--- config.mk ---
export PLATFORM = sky130hd
export DESIGN_NAME = sm_adder_rom_arbiter
export DESIGN_NICKNAME = d
export VERILOG_FILES = /design/src/rtl/sm_adder_rom_arbiter.sv
export SDC_FILE = /design/constraint.sdc
export NUM_CORES = 1
export LEC_CHECK = 0
export ABC_AREA = 1
export CAP_MARGIN = 10
export CORE_ASPECT_RATIO = 1.4
export CORE_MARGIN = 2
export CORE_UTILIZATION = 39
export CTS_BUF_LIST = sky130_fd_sc_hd__clkbuf_2 sky130_fd_sc_hd__clkbuf_4 sky130_fd_sc_hd__clkbuf_8
export DETAILED_ROUTE_END_ITERATION = 12
export PLACE_DENSITY_LB_ADDON = 0.3
export SYNTH_ARGS = -nofsm -noshare
export SYNTH_HDL_FRONTEND = slang
export SYNTH_SLANG_ARGS = --single-unit
--- constraint.sdc ---
create_clock -name clk -period 2.1 [get_ports clk]
set_input_delay 0.42 -clock clk [delete_from_list [all_inputs] [get_ports clk]]
set_output_delay 0.42 -clock clk [all_outputs]
set_load 0.01 [all_outputs]
--- src/rtl/sm_adder_rom_arbiter.sv ---
// Round-robin front end sharing one ROM-based sign-magnitude adder.
// Issues one operand pair at a time and returns the tagged ROM result.
module sm_adder_rom_arbiter #(
  parameter int NUM_REQ    = 4,
  parameter int DATA_WIDTH = 8
) (
  input  logic                          clk,
  input  logic                          rst_n,
  input  logic [NUM_REQ-1:0]            req_valid,
  input  logic [NUM_REQ*DATA_WIDTH-1:0] req_a,
  input  logic [NUM_REQ*DATA_WIDTH-1:0] req_b,
  output logic [NUM_REQ-1:0]            req_ready,
  output logic [DATA_WIDTH-1:0]         rom_a,
  output logic [DATA_WIDTH-1:0]         rom_b,
  input  logic [DATA_WIDTH:0]           rom_data,
  output logic                          rsp_valid,
  input  logic                          rsp_ready,
  output logic [DATA_WIDTH:0]           rsp_data,
  output logic [$clog2(NUM_REQ)-1:0]    rsp_id,
  output logic [15:0]                   op_count
);

  localparam int IW = $clog2(NUM_REQ);

  localparam logic [1:0] S_IDLE    = 2'd0;
  localparam logic [1:0] S_LOOKUP  = 2'd1;
  localparam logic [1:0] S_CAPTURE = 2'd2;
  localparam logic [1:0] S_RESP    = 2'd3;

  logic [1:0]         state;
  logic [IW-1:0]      last_grant;
  logic [IW-1:0]      grant_idx;
  logic [NUM_REQ-1:0] grant_oh;
  logic               grant_any;
  int                 idx;

  // Scan starts just past the previous winner so every port rotates.
  always_comb begin
    grant_oh  = '0;
    grant_idx = '0;
    grant_any = 1'b0;
    idx       = 0;
    for (int k = 1; k <= NUM_REQ; k++) begin
      idx = int'(last_grant) + k;
      if (idx >= NUM_REQ) idx = idx - NUM_REQ;
      if (!grant_any && req_valid[idx]) begin
        grant_any = 1'b1;
        grant_idx = IW'(idx);
      end
    end
    grant_oh[grant_idx] = grant_any;
  end

  assign req_ready = (state == S_IDLE) ? grant_oh : '0;
  assign rsp_valid = (state == S_RESP);

  always_ff @(posedge clk or negedge rst_n) begin
    if (!rst_n) begin
      state      <= S_IDLE;
      last_grant <= IW'(NUM_REQ - 1);
      rom_a      <= '0;
      rom_b      <= '0;
      rsp_data   <= '0;
      rsp_id     <= '0;
      op_count   <= '0;
    end else begin
      case (state)
        S_IDLE: begin
          if (grant_any) begin
            rom_a      <= req_a[grant_idx*DATA_WIDTH +: DATA_WIDTH];
            rom_b      <= req_b[grant_idx*DATA_WIDTH +: DATA_WIDTH];
            rsp_id     <= grant_idx;
            last_grant <= grant_idx;
            state      <= S_LOOKUP;
          end
        end
        // ROM samples {rom_a, rom_b} at the end of this cycle.
        S_LOOKUP: state <= S_CAPTURE;
        S_CAPTURE: begin
          rsp_data <= rom_data;
          state    <= S_RESP;
        end
        S_RESP: begin
          if (rsp_ready) begin
            op_count <= op_count + 16'd1;
            state    <= S_IDLE;
          end
        end
        default: state <= S_IDLE;
      endcase
    end
  end

endmodule

# Word-level counts from Yosys, hierarchy flattened
# Cells that the tools add are included.
# totals
register_bits	47
inputBits	80
mem_bits_ro	0
mem_bits_rw	0
n_memories	0
latch_bits	0
out_inout_bits	48
# op_classes
mul	0
mux	30
addsub	9
magnitude_cmp	10
n_reduce_logical	11
n_bitwise	1
shift	2
eq_ne	5
div	0
# op_table
cell	n
less-than comparator 32 x 4 -> 1 bit, second input constant	4
two-way mux 32 bit	4
variable part select 32 x 6 -> 8 bit	2
adder 16 x 1 -> 16 bit, second input constant	1
two-way mux 1 bit	13
two-way mux 2 bit	6
subtractor 3 x 3 -> 4 bit, second input constant	3
>= comparator 3 bit, second input constant	3
binary-select mux 1 bit (select 2 bit)	4
case mux 2 bit (4 select lines)	1
adder 2 x 2 -> 3 bit, second input constant	2
AND reduction 2 bit	3
subtractor 4 x 3 -> 5 bit, second input constant	1
adder 2 x 3 -> 4 bit, second input constant	1
AND 4 bit	1
== test 2 bit, second input constant	2
>= comparator 4 x 3 -> 1 bit, second input constant	1
logical AND 1 bit	4
two-way mux 4 bit	1
adder 2 x 1 -> 3 bit, second input constant	1
logical NOT 1 bit	3
less-than comparator 2 x 3 -> 1 bit, second input constant	1
demux 1 bit (select 2 bit)	1
== test 2 x 1 -> 1 bit, second input constant	1
4 further kinds	4

# Depth between registers and ports, before layout
# depth
word_depth	22
ltp_mapped	15
mapped_depth_nobuf	13

# Worst setup path before layout
# Ideal clock, no wire load.
# synth_path
kind	reg-to-output
from	register last_grant[0]
to	output port req_ready[2]
path_stages_with_launch	15
n_path_buf	2
arrival_time_ns	1.702
setup_slack_ns	-0.022
path_cell_list	dfstp_2 > buf_6 > inv_4 > nand2_2 > nand2_2 > nand2_2 > nand2_1 > nor2_1 > nand2_1 > nand2_2 > nand2_4 > buf_6 > inv_2 > nand2_1 > nor2_1
# synth_between
elab_chain_len	22
word_cells_on_any_way	49
# synth_lines
element	line_no	source
start: declaration	31	logic [IW-1:0] last_grant;
start signal: assignment	60	last_grant <= IW'(NUM_REQ - 1);
start signal: assignment	73	last_grant <= grant_idx;
adder 2 x 1 -> 3 bit	44	idx = int'(last_grant) + k;
subtractor 3 x 3 -> 4 bit or >= comparator 3 bit (tied branches)	45	if (idx >= NUM_REQ) idx = idx - NUM_REQ;
two-way mux 32 bit	45	
binary-select mux 1 bit (select 2 bit)	46	if (!grant_any && req_valid[idx]) begin
two-way mux 1 bit (implied by the code) (2 in a row)	46	
two-way mux 1 bit	46	
logical NOT 1 bit	46	
logical AND 1 bit	46	
[5 not listed]	n/a	
logical AND 1 bit	46	
two-way mux 2 bit	46	
less-than comparator 2 x 3 -> 1 bit (implied by the code) or >= comparator 2 x 1 -> 1 bit (tied branches)	51	grant_oh[grant_idx] = grant_any;
logical AND 1 bit (implied by the code)	51	
two-way mux 1 bit (implied by the code)	51	
demux 1 bit (select 2 bit)	51	
AND 4 bit (no source line) *	n/a	
two-way mux 4 bit *	54	assign req_ready = (state == S_IDLE) ? grant_oh : '0;
end: declaration	12	output logic [NUM_REQ-1:0] req_ready,
# Every way passes the cells marked *; elsewhere a longest branch is shown, timed or not. The select of a mux whose other input is x is not followed.

# Worst setup path after layout
# Ends and elaborated chain as after synthesis.

==> run_results.csv <==
group,metric,value,unit
floorplan,design.die.area,7880,sq um
synthesis,synth-seq-area-share,42.1,%
final_layout,layout.cells.most_common,"sky130_fd_sc_hd__nand2_1",
critical_path,cp_slowest_cell,"sky130_fd_sc_hd__dfstp_2",
cts,clock_root_cell,"sky130_fd_sc_hd__clkbuf_8",
critical_path,worst-endpoint-arrival,1.99,ns
cts,cts_tree,"yes",
synthesis,synth.cell_area,2800,sq um
grt,globalRouteTotalUtil,21.5,%
hold_path,hp-class,"in2async",
power_and_ir_drop,sequentialPowerShare,23.2,%
placement,placement_cell_area,4270,sq um
timing,period_minus_slack,2.41,ns
cts,htree_levels,2,
placement,place.port_buffers,127,
synthesis,yosys_warnings,0,
floorplan,die_height,104,um
floorplan,start_util,40.3,%
critical_path,timing.critical_path.required,1.68,ns
run_status,outcome,"finished with violations",
grt,grt_start_max_net_pins,33,
final_layout,area.growth.synth_to_final,61.8,%
placement,dp_cells,597,
route,ant_nets,0,
placement,routability_congestion_estimate,0.859,
final_layout,drive_above_1_share,17.3,%
power_and_ir_drop,p_int,3660,uW
synthesis,synth_cell_types,31,
timing,max_slew.worst_pin.slew,0.591,ns
timing,worst_clock_skew_on_the_final_layout,0.0107,ns
power_and_ir_drop,combinationalPowerShare,66.5,%
critical_path,slowest_delay,0.64,ns
cts,cts_max_path_buffers,2,
synthesis,per_instance_average_area_after_synthesis,7.63,sq um
critical_path,crit_path_cell_trace,"clkinv_4, nand2_4, nand2_4, nand2_4, nand2_2, nor2_1, nand2_1, nand2_2, nand2_4, inv_4, nand2_2, nor2_2, buf_2",
critical_path,timing.critical_path.fanout_max,7,
grt,grt_antenna_before_repair,0,
floorplan,die_x,75.6,um
power_and_ir_drop,power.ir.vdd_worst,713,uV
route,route.detailed.drc,0,
power_and_ir_drop,p_total,6480,uW
timing,grt_setup_unrepaired,"yes",
final_layout,final_design_area_no_fill,4530,sq um
final_layout,final_cell_count_no_fill,610,
power_and_ir_drop,cellPowerDensity,1430,nW/um^2
final_layout,antenna_fix_cells,0,
critical_path,crit_type,"reg2out",
timing,min_period_over_period,115,%
cts,cts_inserted_buffers,5,
timing,max_freq,414,MHz
flow_run,timing.max_cap.violations,0,
timing,tns,-1.18,ns
synthesis,synth.ff_latch_count,47,
critical_path,r2r_setup_slack,0.04,ns
grt,globalRoute.totalOverflow,0,
grt,grt_first_pass_wirelength,13400,um
synthesis,mappedNetlistNets,451,
synthesis,postSynthCellCount,367,
power_and_ir_drop,switching_component_of_the_power,2810,uW
timing,final-max-slew-violation-count,0,
power_and_ir_drop,power.share.clock,10.3,%
run_status,violations,"negative setup slack",
critical_path,crit_path_end_kind,"output port",
floorplan,num_rows,36,
route,dr.pass1.iters,4,
route,detailroute.via_count,2944,
cts,clock_pin_slew_on_the_worst_setup_and_hold_paths,0.09,ns
timing,finalSetupViolCount,4,
floorplan,io-pin-count,128,
cts,clock-sinks,47,
power_and_ir_drop,proportion_of_total_power_due_to_net_switching,43.4,%
route,1st_iter_drt_viols,101,
critical_path,crit_path_frequent_cell,"sky130_fd_sc_hd__nand2_4",
floorplan,core_footprint,6940,sq um
placement,hpwlAfterDp,6090,um
cts,latest_clock_arrival_within_the_worst_skew_pair,0.29,ns
critical_path,timing.critical_path.from_type,"register",
power_and_ir_drop,leakage,0.00218,uW
final_layout,nFillCells,640,
final_layout,final_net_count,598,
timing,finalHoldViolCount,0,
route,drt-total-wl,8240,um
grt,grt_pass1_vias,2920,
route,drt-vias-per-instance,4.83,
route,avgRoutedWirePerCell,13.5,um
final_layout,most_frequent_cells_in_the_layout,"sky130_fd_sc_hd__nand2_1, sky130_fd_sc_hd__clkdlybuf4s50_1, sky130_fd_sc_hd__nand3_1",
timing,relSlewSlack,60.6,%
timing,post-route-worst-setup-slack,-0.314,ns
sequential cells by signal, summed over array words and instances, names as in the netlist:
name,flops
op_count,16
rsp_id,2
rsp_data,9
state,2
last_grant,2
rom_b,8
rom_a,8
routing by layer:
| layer | GRT usage [%] | up-vias | routed length (um) | share of wire (%) |
|---|---|---|---|---|
| met1 | 24.9 | 1407 | 3150 | 38 |
| met3 | 3.88 | 13 | 260 | 3.2 |
| li1 | - | 1455 | - | - |
| met2 | 39.3 | 69 | 4660 | 57 |
| met5 | 0 | - | 0 | 0 |
| met4 | 5.01 | 0 | 169 | 2.1 |
synthesized netlist by cell type:
cell	number	area share, %
sky130_fd_sc_hd__nor3_1	2	0.36
sky130_fd_sc_hd__inv_4	1	0.22
sky130_fd_sc_hd__nand3_2	1	0.36
sky130_fd_sc_hd__nand2_2	11	2.5
sky130_fd_sc_hd__xnor2_1	3	0.94
sky130_fd_sc_hd__nand2_1	150	20
sky130_fd_sc_hd__dfstp_2	2	1.9
sky130_fd_sc_hd__nand3_1	53	9.5
sky130_fd_sc_hd__ha_1	4	1.8
sky130_fd_sc_hd__nor4_1	1	0.22
sky130_fd_sc_hd__nor2_1	18	2.4
sky130_fd_sc_hd__inv_1	17	2.3
sky130_fd_sc_hd__o21ai_0	2	0.36
sky130_fd_sc_hd__o22ai_1	1	0.22
sky130_fd_sc_hd__a21boi_2	1	0.40
sky130_fd_sc_hd__buf_2	6	1.1
sky130_fd_sc_hd__dfrtp_1	45	40
sky130_fd_sc_hd__o21bai_1	1	0.27
sky130_fd_sc_hd__clkbuf_1	2	0.27
sky130_fd_sc_hd__nand3_4	1	0.63
sky130_fd_sc_hd__o21ai_2	1	0.31
sky130_fd_sc_hd__buf_4	3	0.80
sky130_fd_sc_hd__nand4_1	4	0.89
sky130_fd_sc_hd__nand2_4	1	0.40
sky130_fd_sc_hd__a21oi_1	3	0.54
sky130_fd_sc_hd__xor2_1	12	3.8
sky130_fd_sc_hd__inv_2	4	0.54
sky130_fd_sc_hd__buf_6	4	1.6
sky130_fd_sc_hd__nor2_4	2	0.80
sky130_fd_sc_hd__mux2_2	10	4.0
sky130_fd_sc_hd__nor3_2	1	0.36
per-stage QoR:
stage	utilization, %	worst slack [ns]	hold WS [ns]
floorplan	-	-0.00180	0.124
global placement	61.6	-0.576	0.447
detailed placement	61.6	-0.610	0.457
CTS	63.8	-0.283	0.136
global route	65.3	-0.438	0.158
finish	65.3	-0.314	0.126
critical path, delay by kind of cell (launching register included):
kind | cells | cell delay, ns
and+or+nand+nor | 10 | 0.74
DFF | 1 | 0.64
buffers and inverters | 3 | 0.31
area by class of cell:
cell class                 count  area (sq um)  area share, %
clock inverter                 2          37.5          0.829
sequential                    47          1180           26.0
timing repair buffer         155          1540           33.9
tap                           95           119           2.62
clock buffer                   6          76.3           1.69
multi-input combinational    283          1490           32.9
inverter                      22          92.6           2.04
kinds of logic after synthesis:
| group | share of synthesized area [%] |
|---|---|
| buffers and inverters | 6.79 |
| AO/OA/AOI/OAI | 2.10 |
| adder cells (fa/ha/maj) | 1.79 |
| AND/OR/NAND/NOR | 38.5 |
| multiplexers | 4.02 |
| flip-flops | 42.1 |
| XOR/XNOR | 4.69 |
path summary, 6_finish.rpt:
check,endpoint,cells past startpoint,startpoint
max in group asynchronous,last_grant[1],2,rst_n
worst max register to register,rom_a[2],13,last_grant[0]
worst min-delay path,rom_a[4],1,rst_n
worst min register to register,rom_a[3],2,rom_a[3]
min in group clk,rom_a[3],2,rom_a[3]
worst max-delay path,req_ready[2],13,last_grant[0]
power groups by stage:
stage,combinational [uW],sequential [uW],clock (uW)
after floorplan,2380,1610,0
after global placement,3790,1500,0
after detailed placement,3850,1520,0
after CTS,4000,1500,693
after global routing,4760,1550,721
final,4310,1500,668
repair_timing:
action	CTS	global route
pin swaps	8	8
setup buffers	3	3
hold buffers	0	0
setup endpoints to repair	4	22
cloned	0	1
gates resized for setup	26	15
No activity file was read; power rests on OpenSTA's default activity.
